<file path="src/rtl/fsm_sleep_timed.sv">
// ============================================================================
// Module      : fsm_sleep_timed
// Description : Sleep/wake Moore FSM with input qualifier, per-state dwell
//               counter, auto-timeouts and state-change strobe.
//               Optional wake counter enabled by defining WAKE_COUNT_EN.
// Revision    : 1.0 - initial release
// ============================================================================
`default_nettype none

module fsm_sleep_timed #(
  parameter int CNT_WIDTH   = 8,
  parameter int NAP_LIMIT   = 10,
  parameter int SLEEP_LIMIT = 50,
  parameter int CLASS_LIMIT = 40
) (
  input  logic                 clk,
  input  logic                 reset,
  input  logic                 in_valid,
  input  logic [2:0]           input_signal,
  output logic [5:0]           output_signal,
  output logic [2:0]           state_out,
  output logic [CNT_WIDTH-1:0] dwell,
  output logic                 state_changed
`ifdef WAKE_COUNT_EN
  ,
  output logic [CNT_WIDTH-1:0] wake_count
`endif
);

  typedef enum logic [2:0] {
    S_IDLE  = 3'b000,
    S_NAP   = 3'b001,
    S_SLEEP = 3'b010,
    S_HIB   = 3'b011,
    S_WAKE  = 3'b100,
    S_CLASS = 3'b101
  } state_t;

  localparam logic [5:0] c_nothing = 6'b100000;
  localparam logic [5:0] c_snore   = 6'b100001;
  localparam logic [5:0] c_upset   = 6'b100010;
  localparam logic [5:0] c_learn   = 6'b100011;

  localparam logic [CNT_WIDTH-1:0] c_dwell_max  = '1;
  localparam logic [CNT_WIDTH-1:0] c_nap_last   = CNT_WIDTH'(NAP_LIMIT - 1);
  localparam logic [CNT_WIDTH-1:0] c_sleep_last = CNT_WIDTH'(SLEEP_LIMIT - 1);
  localparam logic [CNT_WIDTH-1:0] c_class_last = CNT_WIDTH'(CLASS_LIMIT - 1);

  // A limit that does not fit in the dwell counter could never be reached.
  if ((NAP_LIMIT >> CNT_WIDTH) != 0) begin : g_nap_limit_bad
    $error("fsm_sleep_timed: NAP_LIMIT does not fit in CNT_WIDTH");
  end
  if ((SLEEP_LIMIT >> CNT_WIDTH) != 0) begin : g_sleep_limit_bad
    $error("fsm_sleep_timed: SLEEP_LIMIT does not fit in CNT_WIDTH");
  end
  if ((CLASS_LIMIT >> CNT_WIDTH) != 0) begin : g_class_limit_bad
    $error("fsm_sleep_timed: CLASS_LIMIT does not fit in CNT_WIDTH");
  end

  state_t                 r_state;
  logic [CNT_WIDTH-1:0]   r_dwell;
  logic                   r_changed;
  state_t                 w_next;
  logic [2:0]             w_code;
  logic                   w_reentry;
  logic                   w_input_move;
  logic                   w_change;
  logic [5:0]             w_out;
`ifdef WAKE_COUNT_EN
  logic [CNT_WIDTH-1:0]   r_wake;
`endif

  always_comb begin
    w_code    = in_valid ? input_signal : 3'b000;
    w_next    = r_state;
    w_reentry = 1'b0;
    case (r_state)
      S_IDLE, S_CLASS: begin
        case (w_code)
          3'b000: w_next = r_state;
          3'b001: w_next = S_NAP;
          3'b010: w_next = S_SLEEP;
          3'b011: w_next = S_HIB;
          3'b100: begin
            w_next    = S_CLASS;
            w_reentry = (r_state == S_CLASS);
          end
          default: w_next = S_IDLE;
        endcase
      end
      S_NAP:   if (w_code[2]) w_next = S_WAKE;
      S_SLEEP: if (w_code >= 3'b101) w_next = S_WAKE;
      S_HIB:   if (w_code == 3'b111) w_next = S_WAKE;
      S_WAKE:  w_next = (w_code == 3'b100) ? S_CLASS : S_IDLE;
      default: w_next = S_IDLE;
    endcase

    // Timeouts only apply when the input did not already move the FSM.
    w_input_move = (w_next != r_state) || w_reentry;
    if (!w_input_move) begin
      if (r_state == S_NAP && NAP_LIMIT != 0 && r_dwell == c_nap_last)
        w_next = S_WAKE;
      else if (r_state == S_SLEEP && SLEEP_LIMIT != 0 && r_dwell == c_sleep_last)
        w_next = S_WAKE;
      else if (r_state == S_CLASS && CLASS_LIMIT != 0 && r_dwell == c_class_last)
        w_next = S_IDLE;
    end
    w_change = (w_next != r_state) || w_reentry;
  end

  always_ff @(posedge clk) begin
    if (reset) begin
      r_state   <= S_IDLE;
      r_dwell   <= '0;
      r_changed <= 1'b0;
`ifdef WAKE_COUNT_EN
      r_wake    <= '0;
`endif
    end else begin
      r_state   <= w_next;
      r_changed <= w_change;
      if (w_change)
        r_dwell <= '0;
      else if (r_dwell != c_dwell_max)
        r_dwell <= r_dwell + 1'b1;
`ifdef WAKE_COUNT_EN
      if (w_next == S_WAKE && r_state != S_WAKE && r_wake != c_dwell_max)
        r_wake <= r_wake + 1'b1;
`endif
    end
  end

  always_comb begin
    case (r_state)
      S_IDLE:               w_out = c_nothing;
      S_NAP, S_SLEEP, S_HIB: w_out = c_snore;
      S_WAKE:               w_out = c_upset;
      S_CLASS:              w_out = c_learn;
      default:              w_out = c_nothing;
    endcase
  end

  assign output_signal = reset ? c_nothing : w_out;
  assign state_out     = r_state;
  assign dwell         = r_dwell;
  assign state_changed = r_changed;
`ifdef WAKE_COUNT_EN
  assign wake_count    = r_wake;
`endif

endmodule

`default_nettype wire

</file>
<file path="config.mk">
export PLATFORM = sky130hd
export DESIGN_NAME = fsm_sleep_timed
export DESIGN_NICKNAME = d
export VERILOG_FILES = /design/src/rtl/fsm_sleep_timed.sv
export SDC_FILE = /design/constraint.sdc
export NUM_CORES = 1
export LEC_CHECK = 0
export CELL_PAD_IN_SITES_DETAIL_PLACEMENT = 1
export CELL_PAD_IN_SITES_GLOBAL_PLACEMENT = 2
export CORE_ASPECT_RATIO = 0.6
export CORE_UTILIZATION = 27
export CTS_CLUSTER_DIAMETER = 40
export CTS_CLUSTER_SIZE = 12
export DETAILED_ROUTE_END_ITERATION = 10
export GPL_TIMING_DRIVEN = 0
export PLACE_DENSITY = 0.82
export SYNTH_ARGS = -nofsm -noshare
export SYNTH_HDL_FRONTEND = slang
export SYNTH_SLANG_ARGS = --single-unit
</file>
<file path="constraint.sdc">
create_clock -name clk -period 2.6 [get_ports clk]
set_input_delay 0.39 -clock clk [delete_from_list [all_inputs] [get_ports clk]]
set_output_delay 0.39 -clock clk [all_outputs]
set_load 0.02 [all_outputs]
</file>
==> results of run 1 <==
-- worst reg2reg max path: cells and delay by family (launching register included) --
kind	cells	cell delay, ns
AND/OR/NAND/NOR	3	0.81
AO/OA/AOI/OAI	3	0.77
flip-flops	1	0.34
buffers and inverters	1	0.23
-- kinds of logic after synthesis --
kind of cell | count (synthesis)
other | 2
XOR/XNOR | 2
AO/OA/AOI/OAI | 30
AND/OR/NAND/NOR | 61
buffers and inverters | 11
flip-flops | 12
adder cells (fa/ha/maj) | 2
multiplexers | 3
-- metrics by stage --
step | power, mW | worst slack [ns] | instances | hold slack (ns) | cell area [sq um]
2_1_floorplan | 0.323 | 0.481 | 125 | 0.462 | 991
3_3_place_gp | 0.380 | -0.108 | 189 | 0.549 | 1240
3_5_place_dp | 0.386 | -0.160 | 189 | 0.595 | 1240
4_1_cts | 0.589 | 0.0909 | 193 | 0.607 | 1290
5_1_grt | 0.617 | 0.0652 | 193 | 0.637 | 1300
6_report | 0.586 | 0.155 | 193 | 0.596 | 1300
-- state kept, by name (all words and copies together) (netlist names) --
name	flops
state_out	3
dwell	8
state_changed	1
-- cell usage in the layout, fill, tap and decap left out, drive strengths merged, types with 2 or more instances in the layout --
master and n:
a21oi 4, nor2b 4, clkbuf 6, dfxtp 12
buf 6, o21a 3, nor2 18, mux2i 3
o21ai 6, and3 2, nor3b 2, nand3 5
clkdlybuf4s50 17, o211ai 2, nand4b 2, nor4 2
nand2 9, dlymetal6s2s 2, ha 2, a211oi 3
a31oi 2, nor3 4, nand2b 4, xor2 2
inv 3, and2 2, conb 4
-- Yosys cell counts, types with 2 or more instances --
cell type / count
nand2b_1: 4
nand3_1: 5
and2_1: 2
dfxtp_1: 12
xor2_1: 2
buf_2: 2
buf_4: 4
nor2_1: 18
nor3b_1: 2
a211oi_1: 2
ha_1: 2
nand4b_1: 2
and3_1: 2
nor2b_1: 4
mux2i_1: 3
nor3_2: 3
conb_1: 2
nand2_1: 8
inv_1: 3
o21a_1: 2
nor4_1: 2
o21ai_0: 5
clkbuf_1: 2
a21oi_1: 4
-- worst max path at each step --
stage,cells past startpoint,slack [ns],end
after floorplan,7,0.48,dwell[2]
after global placement,8,-0.11,dwell[3]
after detailed placement,8,-0.16,dwell[5]
after CTS,8,0.09,dwell[5]
after global routing,8,0.07,dwell[7]
final,8,0.15,dwell[5]
-- cell type report --
class,count,share of cell area (%)
Buffer,8,3.66
Inverter,3,0.868
Clock buffer,4,4.24
Sequential cell,12,18.5
Multi-Input combinational cell,102,53.3
Timing Repair Buffer,19,15.0
Tap cell,45,4.34
-- what timing repair did --
item / in CTS / in global routing
setup endpoints to repair: 0 / 7
hold buffers: 0 / 0
gates resized for setup: 0 / 2
-- report_power, final --
| group | internal [mW] | switching, mW | total [mW] |
|---|---|---|---|
| sequential | 0.194 | 0.0109 | 0.205 |
| combinational | 0.0785 | 0.0982 | 0.177 |
| clock | 0.134 | 0.0704 | 0.204 |
| total | 0.407 | 0.179 | 0.586 |
-- metal layers --
metal	track usage, %	vias up
li1	-	488
met1	24.0	479
met2	20.4	21
met3	2.83	2
met4	1.79	0
met5	0	-
==> reports/metrics.cfg, run 1 <==
[run_status]
outcome=completed

[global_route]
grt_pass1_wl_mm=4.53
gr-total-overflow=0
grt_max_degree=11
grt_use_total_pct=14.9
antenna_found_initial=0
first_global_vias=901

[worst_setup_path]
cpPeakStageDelay_ns=0.59
worstPathCellList=clkdlybuf4s50_1 > nand2_2 > or3_1 > o221a_4 > and4_4 > o21a_4 > o211ai_4 > nor2_1
crit_slowest_cell=clkdlybuf4s50_1
reg2reg_setup_slack_ns=0.34
critPathCaptureType=flop
cp.required_ns=2.72
arrival_ns=2.56
startpoint_type=input pin
reg2reg_depth=7
crit_fanout=8
crit_buf_inv=1
startpoint=in_valid
r2r_end=dwell[5]
critPathKind=in2reg
rr_startpoint=state_out[1]
crit_family=simple AND/OR/NAND/NOR gates

[route]
wl_met2_mm=1.12
drtAntennaViolNets=0
num_vias=990
wl_met3_um=82
route.detailed.drc=0
wire_per_inst_um=14.6
drt-initial-drc-count=56
dr.pass1.iters=5
wl_mm=2.81
highest_layer=met4
viasPerCell=5.13
wl_met1_mm=1.60

[worst_hold_path]
whs_endpoint=dwell[1]
whs_path_depth=2
hold_class=reg2reg
hp-start=dwell[1]

[power]
ir_drop_uv=259
p_per_area_nw_per_um2=452
leakage_nw=0.470

[floorplanning]
core_sq_um=3360
io_pins=24
fp.dieW_um=79.9
die-height_um=48.8
initial_core_util_pct=29.2
std_cell_rows=16
die-area_sq_um=3900

[synth]
synth_compound_area_share_pct=26.1
async_reset_ff_share_pct=0
synth_seq_cells=12
muxShareOfSynthArea_pct=3.05
netlist.area_leader.share_pct=24.4
synth_edf_count=0
synth_top_family_by_area=simple AND/OR/NAND/NOR gates
synth.top_cells.by_area=dfxtp_1 24%, nor2_1 6.9%, mux2i_1 3.1%, nor3_2 3.1%, buf_4 3.1%
netlist_instances=123
syn_area_sq_um=983
synthDistinctLibCells=50
yosys.area_share.adder_pct=2.54
synth-main-ff-cell=dfxtp_1
synth-simple-area-share_pct=35.4
avgSynthCellArea_sq_um=8.00
seq_area_frac_synth_pct=24.4
ys.warnings.count=0
synth_top_area_cell=dfxtp_1
synth_xor_area_share_pct=1.78

[cells_and_area]
syn_to_final_growth_pct=31.9
n_antenna_cell=0
seqCellArea_sq_um=240
multi_input_area_sq_um=692
nets=157
post_route_cells_drive_above_1_share_pct=14.9
n_fill_cell=435
final_core_util_pct=38.6

[job]
max-cap-violations=0

[clock_network]
cts_htree_levels=1
cts.clk_slew.worst_paths_ns=0.05
clock-root-buffer=clkbuf_8
postCtsSetupRepairBufs=0
cts_inserted_buffers=3
clkSinkCount=12
cts_tree=built
clock_latency_ns=0.24
clockBufferDepth=2

[place]
gp_congestion=0.841
port_buffers=19
dp_hpwl_mm=2.16

[timing]
skew_ns=0.000789
period_minus_slack_ns=2.45
rsz0062_at_grt=no
min_period_over_period_pct=94.0
finalHoldViolCount=0
setup_viol=0
final-max-slew-violation-count=0
fin_tns_setup_ns=0
fmax_ghz=0.409

Note: power is estimated with default switching activity, not from simulation.
==> run 2: changes to the inputs <==
CORE_UTILIZATION = 30   (was 27)
PLACE_DENSITY = 0.89   (was 0.82)
SLEW_MARGIN = 20   (was not set)
clock period = 3.17 ns   (was 2.6 ns; I/O delays follow)
==> run 2 against run 1 <==
Clock skew barely moved. Worst hold slack got worse by 0.011 ns. Final cell count decreased by 2.1%. Highest routed layer unchanged.
==> reports/metrics.cfg, run 2 (synthesis results as in run 1) <==
[cells_and_area]
final_cell_mix=19 x clkdlybuf4s50_1, 18 x nor2_1, 12 x dfxtp_1  ; was 18 x nor2_1, 17 x clkdlybuf4s50_1, 12 x dfxtp_1
post_route_cells_drive_above_1_share_pct=14.3  ; was 14.9%
nets=157  ; unchanged
n_fill_cell=356  ; was 435
final_cells=189  ; was 193
multi_input_area_sq_um=692  ; unchanged
largest_register_ff_count=8  ; unchanged
syn_to_final_growth_pct=29.6  ; was 31.9%
seqCellArea_sq_um=240  ; unchanged
n_antenna_cell=0  ; unchanged
layout_commonest_cell=clkdlybuf4s50_1  ; was nor2_1

[timing]
period_minus_slack_ns=2.60
finalHoldViolCount=0  ; unchanged
skew_ns=0.00128  ; was 0.000789 ns
min_period_over_period_pct=81.9
fin_tns_setup_ns=0  ; unchanged
fmax_ghz=0.385
setup_viol=0  ; unchanged
rsz0062_at_grt=no  ; unchanged
final-max-slew-violation-count=0  ; unchanged

[worst_hold_path]
hp-start=dwell[1]  ; unchanged
whs_endpoint=dwell[1]  ; unchanged
hold_class=reg2reg  ; unchanged
whs_path_depth=2  ; unchanged

[clock_network]
clock_latency_ns=0.24  ; about the same
cts_resized=0  ; unchanged
cts.clk_slew.worst_paths_ns=0.05  ; about the same
clockBufferDepth=2  ; unchanged
cts_inserted_buffers=3  ; unchanged
postCtsHoldBufs=0  ; unchanged
postCtsSetupRepairBufs=0  ; unchanged
clock-root-buffer=clkbuf_8  ; unchanged
cts_tree=built  ; unchanged
cts_htree_levels=1  ; unchanged
clkSinkCount=12  ; unchanged

[route]
drtAntennaViolNets=0  ; unchanged
route.detailed.drc=0  ; unchanged
viasPerCell=5.32  ; was 5.13
wl_mm=2.94  ; was 2.81 mm
dr.pass1.iters=4  ; was 5
wire_per_inst_um=15.6  ; was 14.6 um
num_vias=1005  ; was 990
drt-initial-drc-count=42  ; was 56

[floorplanning]
io_pins=24  ; unchanged
fp.dieW_um=75.9  ; was 79.9 um
core_sq_um=2980  ; was 3360 sq um
initial_core_util_pct=33.0  ; was 29.2%
die-area_sq_um=3520  ; was 3900 sq um
std_cell_rows=15  ; was 16
die-height_um=46.4  ; was 48.8 um

[worst_setup_path]
reg2reg_depth=7  ; unchanged
critPathCaptureType=flop  ; unchanged
startpoint_type=input pin  ; unchanged
reg2reg_setup_slack_ns=0.91  ; was 0.34 ns
crit_fanout=8  ; unchanged
arrival_ns=2.72  ; was 2.56 ns
cp.required_ns=3.29  ; was 2.72 ns
critPathKind=in2reg  ; unchanged
rr_startpoint=state_out[1]  ; unchanged
r2r_end=dwell[5]  ; unchanged

[place]
dp_hpwl_mm=2.36  ; was 2.16 mm
placed_cells=186  ; was 189
gp_congestion=0.833  ; was 0.841
port_buffers=19  ; unchanged

[global_route]
grt_pass1_wl_mm=4.77  ; was 4.53 mm
grt_max_degree=11  ; unchanged
grt_use_total_pct=18.0  ; was 14.9%
first_global_vias=976  ; was 901
antenna_found_initial=0  ; unchanged
gr-total-overflow=0  ; unchanged

[power]
leakage_nw=0.444  ; was 0.470 nW
report.power.total_mw=0.457  ; was 0.586 mW
p_per_area_nw_per_um2=358  ; was 452 nW/um^2
ir_drop_uv=165  ; was 259 uV

[run_status]
outcome=completed  ; unchanged

[job]
max-cap-violations=0  ; unchanged

run 2: metrics by stage:
step / util [%] / hold WS, ns / worst slack [ns] / instance area (sq um)
after floorplan: - / 0.547 / 1.05 / 991
after CTS: 42.7 / 0.586 / 0.591 / 1270
after global placement: 41.3 / 0.546 / 0.359 / 1230
after global routing: 42.7 / 0.660 / 0.457 / 1270
final: 42.7 / 0.585 / 0.574 / 1270
after detailed placement: 41.3 / 0.578 / 0.338 / 1230
run 2: how the worst max path moves through the flow:
stage,from,to,depth (start not counted)
3_3_place_gp,input_signal[0],dwell[4],8
6_report,input_signal[1],dwell[5],8
4_1_cts,input_signal[0],dwell[5],8
5_1_grt,input_signal[1],dwell[7],8
2_1_floorplan,state_out[0],dwell[2],7
3_5_place_dp,input_signal[0],dwell[7],8
run 2: worst max-delay path, stage by stage:
cell and delay, ns:
clkdlybuf4s50_1 0.54, nand2b_1 0.24, a311oi_2 0.36, o221a_4 0.29
a31oi_2 0.15, o21a_4 0.27, o211ai_4 0.31, nor2_1 0.10
run 2: layer usage:
layer | vias up | share of wire, % | GRT usage (%)
met4 | 0 | 0.92 | 4.62
met2 | 21 | 43 | 28.9
met5 | - | 0 | 0
met1 | 486 | 53 | 24.3
met3 | 5 | 3.7 | 4.95
li1 | 493 | - | -
run 2: power breakdown:
group	internal (mW)	switching, mW	leakage [nW]	total [mW]
clock network	0.0840	0.0582	0.0216	0.142
registers	0.159	0.00954	0.0976	0.169
logic	0.0643	0.0816	0.325	0.146
total	0.308	0.149	0.444	0.457
run 2: layout make-up:
class                   instances  area share, %
multi-input cells             102           54.3
repair buffers                 19           14.9
flip-flops and latches         12           18.8
clock buffers                   3           3.24
well taps                      42           4.12
inverters                       3          0.883
plain buffers                   8           3.73
==> run 3: changes to the inputs <==
CORE_UTILIZATION = 27   (was 30)
PLACE_DENSITY = 0.82   (was 0.89)
clock period = 2.63 ns   (was 3.17 ns; I/O delays follow)
==> run 3 against run 2 <==
Sequential power up 20%. Global-route usage decreased by 3.2 points. Via count down 0.90%. Die area up 11%. Largest cell class unchanged.
==> reports/metrics.cfg, run 3 (synthesis results as in run 1) <==
[worst_setup_path]
critPathCaptureType=flop  ; unchanged
rr_startpoint=state_out[1]  ; unchanged
critPathKind=in2reg  ; unchanged
r2r_end=dwell[5]  ; unchanged
crit_end=dwell[5]  ; unchanged
reg2reg_depth=7  ; unchanged
startpoint=input_signal[0]  ; was input_signal[1]
cp.required_ns=2.75  ; was 3.29 ns
worstPathCellList=clkdlybuf4s50_1 > o21a_1 > a221oi_1 > o221a_4 > a31oi_2 > o21a_4 > o211ai_4 > nor2_1  ; was clkdlybuf4s50_1 > nand2b_1 > a311oi_2 > o221a_4 > a31oi_2 > o21a_4 > o211ai_4 > nor2_1
startpoint_type=input pin  ; unchanged
cp.depth=8  ; unchanged
crit_family=compound AO/OA/AOI/OAI gates  ; unchanged
crit_buf_inv=1  ; unchanged
reg2reg_setup_slack_ns=0.37  ; was 0.91 ns
cpPeakStageDelay_ns=0.55  ; was 0.54 ns
crit_fanout=8  ; unchanged
crit_slowest_cell=clkdlybuf4s50_1  ; unchanged
arrival_ns=2.63  ; was 2.72 ns

[cells_and_area]
post_route_cells_drive_above_1_share_pct=14.9  ; was 14.3%
layout_commonest_cell=clkdlybuf4s50_1  ; unchanged
n_antenna_cell=0  ; unchanged
nets=157  ; unchanged
largest_register_ff_count=8  ; unchanged
syn_to_final_growth_pct=31.4  ; was 29.6%
final_cell_mix=19 x clkdlybuf4s50_1, 18 x nor2_1, 12 x dfxtp_1  ; unchanged

[floorplanning]
core_sq_um=3360  ; was 2980 sq um
die-height_um=48.8  ; was 46.4 um
io_pins=24  ; unchanged
fp.dieW_um=79.9  ; was 75.9 um
die-area_sq_um=3900  ; was 3520 sq um
initial_core_util_pct=29.2  ; was 33.0%
std_cell_rows=16  ; was 15

[clock_network]
postCtsSetupRepairBufs=0  ; unchanged
cts_htree_levels=1  ; unchanged
clock_latency_ns=0.24  ; about the same
postCtsHoldBufs=0  ; unchanged
cts.clk_slew.worst_paths_ns=0.05  ; about the same
clkSinkCount=12  ; unchanged
cts_resized=0  ; unchanged
cts_inserted_buffers=3  ; unchanged
clock-root-buffer=clkbuf_8  ; unchanged
clockBufferDepth=2  ; unchanged
cts_tree=built  ; unchanged

[timing]
rsz0062_at_grt=no  ; unchanged
setup_viol=0  ; unchanged
finalHoldViolCount=0  ; unchanged
final-max-slew-violation-count=0  ; unchanged
skew_ns=0.000789  ; was 0.00128 ns
fmax_ghz=0.398
min_period_over_period_pct=95.5
period_minus_slack_ns=2.51
fin_hold_ws_ns=0.596  ; was 0.585 ns

[route]
dr.pass1.iters=5  ; was 4
wire_per_inst_um=14.5  ; was 15.6 um
wl_mm=2.81  ; was 2.94 mm
drtAntennaViolNets=0  ; unchanged
viasPerCell=5.16  ; was 5.32
route.detailed.drc=0  ; unchanged
num_vias=996  ; was 1005
drt-initial-drc-count=51  ; was 42

[place]
gp_congestion=0.841  ; was 0.833
dp_hpwl_mm=2.16  ; was 2.36 mm
port_buffers=19  ; unchanged

[run_status]
outcome=completed  ; unchanged

[global_route]
grt_max_degree=11  ; unchanged
grt_use_total_pct=14.9  ; was 18.0%
gr-total-overflow=0  ; unchanged
first_global_vias=901  ; was 976
grt_pass1_wl_mm=4.53  ; was 4.77 mm
antenna_found_initial=0  ; unchanged

[power]
leakage_nw=0.452  ; was 0.444 nW
ir_drop_uv=256  ; was 165 uV
report.power.total_mw=0.580  ; was 0.457 mW
p_per_area_nw_per_um2=448  ; was 358 nW/um^2

[job]
max-cap-violations=0  ; unchanged

[worst_hold_path]
hold_class=reg2reg  ; unchanged

[run 3: changes by cell type in the layout (fill, tap and decap cells not counted), sizes merged]
cell    delta
clkbuf     +1
[run 3: worst min path at each step]
stage | startpoint | endpoint | slack, ns | depth (start not counted)
after floorplan | reset | state_changed | 0.47 | 1
after global placement | dwell[1] | dwell[1] | 0.55 | 2
after detailed placement | dwell[1] | dwell[1] | 0.60 | 2
after CTS | dwell[1] | dwell[1] | 0.61 | 2
after global routing | dwell[2] | dwell[2] | 0.64 | 2
final | dwell[1] | dwell[1] | 0.60 | 2
[run 3: layout make-up]
cell class / count / area [sq um]
multi-input cells: 102 / 692
fillers: 434 / 2070
well taps: 45 / 56.3
clock buffers: 4 / 55.1
flip-flops and latches: 12 / 240
repair buffers: 19 / 190
plain buffers: 8 / 47.5
inverters: 3 / 11.3
[run 3: worst min-delay path, cell delays in order, from the launching register on]
cell,delay (ns)
dfxtp_1,0.39
a21oi_1,0.10
nor2_1,0.07
[run 3: metal layers]
metal,track usage (%),wire (um),up-vias
met1,24.0,1590,483
met2,20.4,1120,21
met3,2.83,82,2
met4,1.79,12,0
met5,0,0,-
li1,-,-,490
[run 3: power by group]
group          total (mW)  switching [mW]  internal, mW
combinational       0.175          0.0969        0.0780
sequential          0.203          0.0107         0.192
clock               0.202          0.0696         0.132
total               0.580           0.177         0.402
[run 3: stage by stage]
stage | setup slack (ns) | setup TNS [ns] | area (sq um) | utilization (%) | cells
global route | 0.00417 | 0 | 1290 | 38.4 | 193
CTS | 0.116 | 0 | 1290 | 38.4 | 193
global placement | -0.0822 | -0.607 | 1240 | 36.8 | 189
finish | 0.119 | 0 | 1290 | 38.4 | 193
floorplan | 0.511 | 0 | 991 | - | 125
detailed placement | -0.134 | -0.953 | 1240 | 36.8 | 189
